File: config.mk
export PLATFORM = sky130hd
export DESIGN_NAME = ps2_key_event_ctrl
export DESIGN_NICKNAME = d
export VERILOG_FILES = /design/src/rtl/ps2_pkg.sv /design/src/rtl/ps2_event_fifo.sv /design/src/rtl/ps2_key_event_ctrl.sv
export SDC_FILE = /design/constraint.sdc
export NUM_CORES = 1
export LEC_CHECK = 0
export CORE_ASPECT_RATIO = 0.75
export CORE_MARGIN = 2
export CORE_UTILIZATION = 30
export DETAILED_ROUTE_END_ITERATION = 7
export GPL_TIMING_DRIVEN = 1
export PLACE_DENSITY_LB_ADDON = 0.15
export SLEW_MARGIN = 20
export SYNTH_ARGS = -nofsm -noshare
export SYNTH_HDL_FRONTEND = slang
export SYNTH_SLANG_ARGS = --single-unit
File: constraint.sdc
create_clock -name CLOCK_50 -period 2.8 [get_ports CLOCK_50]
set_clock_uncertainty 0.2 [all_clocks]
set_input_delay 0.42 -clock CLOCK_50 [delete_from_list [all_inputs] [get_ports CLOCK_50]]
set_output_delay 0.42 -clock CLOCK_50 [all_outputs]
set_load 0.1 [all_outputs]
File: src/rtl/ps2_pkg.sv
// ps2_pkg: shared constants and types for the PS/2 key event controller.
//   - Prefix bytes (extended 0xE0, break 0xF0)
//   - Codes silently discarded when no prefix is pending
//   - The eight tracked keys (code + extended flag), bit order matches key_state
//   - Parser FSM state encoding
package ps2_pkg;

  localparam logic [7:0] PrefixExt = 8'hE0;
  localparam logic [7:0] PrefixBrk = 8'hF0;

  localparam int unsigned NumDiscard = 8;
  localparam logic [NumDiscard*8-1:0] DiscardCodes =
    {8'hFF, 8'hFE, 8'hFD, 8'hFC, 8'hFA, 8'hEE, 8'hAA, 8'h00};

  // Entry i lives in bits [i*8 +: 8]: W A S D Up Left Down Right.
  localparam int unsigned NumKeys = 8;
  localparam logic [NumKeys*8-1:0] KeyCodes =
    {8'h74, 8'h72, 8'h6B, 8'h75, 8'h23, 8'h1B, 8'h1C, 8'h1D};
  localparam logic [NumKeys-1:0] KeyExt = 8'b1111_0000;

  typedef enum logic [1:0] {
    StIdle,
    StExt,
    StBrk,
    StExtBrk
  } ps2_state_e;

  // Event entry layout: {ext, break, code}.
  localparam int unsigned EventWidth = 10;

  function automatic logic is_discard(input logic [7:0] code);
    logic hit;
    hit = 1'b0;
    for (int i = 0; i < NumDiscard; i++) begin
      if (DiscardCodes[i*8 +: 8] == code) hit = 1'b1;
    end
    return hit;
  endfunction

  // One-hot match of an event against the tracked-key table.
  function automatic logic [NumKeys-1:0] key_match(input logic [7:0] code, input logic ext);
    logic [NumKeys-1:0] m;
    for (int i = 0; i < NumKeys; i++) begin
      m[i] = (KeyCodes[i*8 +: 8] == code) && (KeyExt[i] == ext);
    end
    return m;
  endfunction

endpackage

File: src/rtl/ps2_event_fifo.sv
// ps2_event_fifo: small synchronous FIFO holding parsed key events.
//   clk, rst   : clock, asynchronous active-high reset
//   push, wdata: write request and entry; accepted when not full or when popping
//   pop        : read request; ignored when empty
//   rdata      : head entry, forced to zero while empty
//   full, empty: occupancy flags
module ps2_event_fifo #(
  parameter int unsigned Depth = 4,
  parameter int unsigned Width = 10
) (
  input  logic             clk,
  input  logic             rst,
  input  logic             push,
  input  logic             pop,
  input  logic [Width-1:0] wdata,
  output logic [Width-1:0] rdata,
  output logic             full,
  output logic             empty
);

  localparam int unsigned AddrW = $clog2(Depth);

  logic [Width-1:0] mem [Depth];
  // Extra MSB distinguishes full from empty when the addresses coincide.
  logic [AddrW:0]   wr_ptr_q, rd_ptr_q;
  logic             do_push, do_pop;

  assign empty   = (wr_ptr_q == rd_ptr_q);
  assign full    = (wr_ptr_q[AddrW] != rd_ptr_q[AddrW]) &&
                   (wr_ptr_q[AddrW-1:0] == rd_ptr_q[AddrW-1:0]);
  assign do_pop  = pop && !empty;
  // When full, the slot being written is the head being popped this same edge.
  assign do_push = push && (!full || do_pop);
  assign rdata   = empty ? '0 : mem[rd_ptr_q[AddrW-1:0]];

  always_ff @(posedge clk or posedge rst) begin
    if (rst) begin
      wr_ptr_q <= '0;
      rd_ptr_q <= '0;
    end else begin
      if (do_push) wr_ptr_q <= wr_ptr_q + 1'b1;
      if (do_pop)  rd_ptr_q <= rd_ptr_q + 1'b1;
    end
  end

  always_ff @(posedge clk) begin
    if (do_push) mem[wr_ptr_q[AddrW-1:0]] <= wdata;
  end

endmodule

File: src/rtl/ps2_key_event_ctrl.sv
// ps2_key_event_ctrl: turns raw PS/2 scan bytes into make/break key events.
//   CLOCK_50, reset        : clock, asynchronous active-high reset
//   scan_ready, scan_code  : one-cycle byte strobe from the scancode driver
//   ev_valid/ev_ready      : event stream handshake (pop on both high)
//   ev_code/ev_ext/ev_break: head event, prefixes stripped
//   key_state              : held bitmap of W A S D Up Left Down Right
//   last_code              : last raw byte seen (for the HEX display)
//   overflow, proto_err    : sticky flags, cleared by clr_flags
module ps2_key_event_ctrl
  import ps2_pkg::*;
#(
  parameter int unsigned FIFO_DEPTH = 4
) (
  input  logic       CLOCK_50,
  input  logic       reset,
  input  logic       scan_ready,
  input  logic [7:0] scan_code,
  output logic       ev_valid,
  input  logic       ev_ready,
  output logic [7:0] ev_code,
  output logic       ev_ext,
  output logic       ev_break,
  output logic [7:0] key_state,
  output logic [7:0] last_code,
  output logic       overflow,
  output logic       proto_err,
  input  logic       clr_flags
);

  ps2_state_e           state_q, state_d;
  logic                 ev_done, perr_set, ovf_set;
  logic                 cur_ext, cur_brk;
  logic                 fifo_full, fifo_empty, pop;
  logic [EventWidth-1:0] head;

  assign cur_ext = (state_q == StExt) || (state_q == StExtBrk);
  assign cur_brk = (state_q == StBrk) || (state_q == StExtBrk);

  always_comb begin
    state_d  = state_q;
    ev_done  = 1'b0;
    perr_set = 1'b0;
    if (scan_ready) begin
      if (scan_code == PrefixExt) begin
        perr_set = (state_q != StIdle);
        state_d  = StExt;
      end else if (scan_code == PrefixBrk) begin
        unique case (state_q)
          StIdle:  state_d  = StBrk;
          StExt:   state_d  = StExtBrk;
          default: perr_set = 1'b1;
        endcase
      end else if (!(state_q == StIdle && is_discard(scan_code))) begin
        ev_done = 1'b1;
        state_d = StIdle;
      end
    end
  end

  assign pop     = ev_valid && ev_ready;
  assign ovf_set = ev_done && fifo_full && !pop;

  ps2_event_fifo #(
    .Depth(FIFO_DEPTH),
    .Width(EventWidth)
  ) u_fifo (
    .clk  (CLOCK_50),
    .rst  (reset),
    .push (ev_done),
    .pop  (pop),
    .wdata({cur_ext, cur_brk, scan_code}),
    .rdata(head),
    .full (fifo_full),
    .empty(fifo_empty)
  );

  assign ev_valid = !fifo_empty;
  assign ev_ext   = head[9];
  assign ev_break = head[8];
  assign ev_code  = head[7:0];

  always_ff @(posedge CLOCK_50 or posedge reset) begin
    if (reset) begin
      state_q   <= StIdle;
      key_state <= '0;
      last_code <= '0;
      overflow  <= 1'b0;
      proto_err <= 1'b0;
    end else begin
      state_q <= state_d;
      if (scan_ready) last_code <= scan_code;
      // Key tracking follows the byte stream even when the FIFO drops the event.
      if (ev_done) begin
        if (cur_brk) key_state <= key_state & ~key_match(scan_code, cur_ext);
        else         key_state <= key_state |  key_match(scan_code, cur_ext);
      end
      // Set is written last so it wins over a simultaneous clear.
      if (clr_flags) begin
        overflow  <= 1'b0;
        proto_err <= 1'b0;
      end
      if (ovf_set)  overflow  <= 1'b1;
      if (perr_set) proto_err <= 1'b1;
    end
  end

endmodule

==> results.py <==
metrics = {
    "logic_synthesis": {
        "ys_types": 39,
        "synth_warnings": 0,
        "synth_top_cell_by_area": "edfxtp_1",
        "avgSynthCellArea_um2": 14.6,
        "postSynth.asyncResetShare_pct": 39.4,
        "synth_edf_count": 40,
        "ys_top_cells_by_area": "edfxtp_1, dfrtp_1, mux4_2",
        "yosysTopAreaCellShare_pct": 41.0,
        "synth_ff_type": "edfxtp_1",
        "synth_cells": 201,
        "ys_seq_elements": 66,
        "synthesis.nets": 219,
        "ys_seq_area_share_pct": 63.2,
        "synth_area_um2": 2930,
    },
    "layout": {
        "multiInputGateArea_um2": 947,
        "stdcell_count": 415,
        "drive_gt1_share_pct": 39.6,
        "final_common_cell": "buf_4",
        "nNetsFinal": 296,
        "nFillCells": 893,
        "regArea_um2": 1850,
        "area_growth_pct": 41.0,
        "antennaDiodeCount": 0,
        "most-common-layout-cells": "buf_4, edfxtp_1, dfrtp_1, inv_1, buf_12",
    },
    "setup_path": {
        "worstPathArrival_ns": 1.91,
        "crit_required_ns": 2.18,
        "start_kind": "flip-flop",
        "worstRegToRegCells": 6,
        "r2r_slack_ns": 0.57,
        "crit_start": "u_fifo.rd_ptr_q[0]",
        "worstReg2RegStart": "state_q[0]",
        "crit_type": "flip-flop to primary output",
        "r2r_end": "u_fifo.mem[2][4]",
        "end_kind": "primary output",
        "critPathCapture": "ev_code[4]",
        "crit_fanout": 10,
    },
    "clock_tree": {
        "clkLatencyLatePin_ns": 0.32,
        "cts_hold_buffers": 0,
        "cts_tree": "done",
        "path_clk_slew_ns": 0.06,
        "clock_path_buffers": 2,
        "cts_resized": 0,
        "cts_buffers": 9,
        "cts_root_buf": "clkbuf_16",
        "cts_sinks": 66,
        "post_cts_buffers": 0,
        "h-tree-depth": 3,
    },
    "status": {
        "status": "finished clean",
    },
    "drt": {
        "vias": 1867,
        "ant_nets": 0,
        "drt-initial-drc-count": 85,
        "routed_wl_mm": 6.49,
        "first_pass_iters": 4,
        "wire_per_inst_um": 15.6,
        "route.detailed.vias_per_inst": 4.50,
        "drc": 0,
    },
    "die": {
        "die-area_um2": 10600,
        "initial_core_util_pct": 30.6,
        "rows": 31,
        "die_h_um": 89.6,
        "io-pin-count": 42,
        "die_x_um": 118,
        "fp.coreArea_um2": 9580,
    },
    "worst_hold_path": {
        "hold_class": "input port to async pin",
    },
    "global_routing": {
        "grt_pass1_vias": 1874,
        "grt_overflow_total": 0,
        "grt_max_degree": 27,
        "grt_pass1_wl_mm": 10.3,
        "grt_use_total_pct": 13.3,
        "antenna_found_initial": 0,
    },
    "sta": {
        "setup_viol": 0,
        "max_freq_ghz": 0.395,
        "max_slew_margin_pct": 70.1,
        "finalCriticalPeriod_ns": 2.53,
        "hold_violations": 0,
        "worst_pin_slew_ns": 0.448,
        "slew_viol_final": 0,
        "rsz0062_at_grt": "no",
        "finalCritPeriodShare_pct": 90.5,
    },
    "placement": {
        "dp_hpwl_mm": 4.71,
        "gp_congestion": 0.817,
        "dpl.cell_count": 399,
        "port-buffer-count": 41,
    },
    "run": {
        "max_cap_viol_count": 0,
    },
}
[kinds of logic after synthesis]
family | count (synthesis) | share of synthesized area (%)
adder cells (fa/ha/maj) | 5 | 2.13
AND/OR/NAND/NOR | 52 | 10.4
flip-flops | 66 | 63.2
AO/OA/AOI/OAI | 22 | 5.21
multiplexers | 20 | 11.7
buffers and inverters | 28 | 5.00
XOR/XNOR | 8 | 2.39
[per-stage QoR]
step	utilization [%]	setup WS [ns]	hold WS (ns)	instance area [um^2]	TNS, ns
2_1_floorplan	-	-0.149	0.260	2950	-0.448
3_3_place_gp	39.8	0.0264	0.282	3810	0
3_5_place_dp	39.8	0.0499	0.283	3810	0
4_1_cts	43.1	0.218	0.251	4130	0
5_1_grt	43.1	0.171	0.293	4130	0
6_report	43.1	0.267	0.251	4130	0
[cell usage after synthesis (3+ instances only)]
library cell	number
a21oi_1	5
a31oi_1	3
clkbuf_1	5
dfrtp_1	26
edfxtp_1	40
ha_1	5
inv_1	16
mux2_2	9
mux4_2	10
nand2_1	7
nand3_1	5
nand4_1	4
nor2_1	10
nor2b_1	10
nor3_1	3
nor4_1	3
o21ai_0	5
xnor2_1	6
[per-layer routing]
| layer | share of wire, % | track usage [%] | vias to the layer above |
|---|---|---|---|
| li1 | - | - | 905 |
| met1 | 51 | 18.7 | 901 |
| met2 | 43 | 19.5 | 51 |
| met3 | 4.6 | 3.66 | 10 |
| met4 | 1.6 | 5.26 | 0 |
| met5 | 0 | 0 | - |
[layout make-up]
cell class,count,share of cell area [%]
Tap cell,132,4.00
Inverter,16,1.45
Multi-Input combinational cell,107,22.9
Clock buffer,10,5.54
Sequential cell,66,44.8
Clock inverter,6,2.15
Timing Repair Buffer,78,19.1
[worst min path at each step]
stage / start / to / slack, ns / cells after the start
detailed placement: u_fifo.rd_ptr_q[2] / u_fifo.rd_ptr_q[2] / 0.28 / 1
finish: reset / overflow / 0.25 / 3
CTS: reset / overflow / 0.25 / 3
global placement: u_fifo.rd_ptr_q[2] / u_fifo.rd_ptr_q[2] / 0.28 / 1
global route: reset / overflow / 0.29 / 3
floorplan: reset / async pin / 0.26 / 1
[critical path, cell delays in order (launching register included)]
cell and delay, ns:
dfrtp_1 0.42, buf_4 0.27, mux4_2 0.54, nor2b_2 0.18
buf_12 0.17
Power is not shown: default switching activity piles up to over one toggle a cycle in this logic, so the estimate is an artifact.
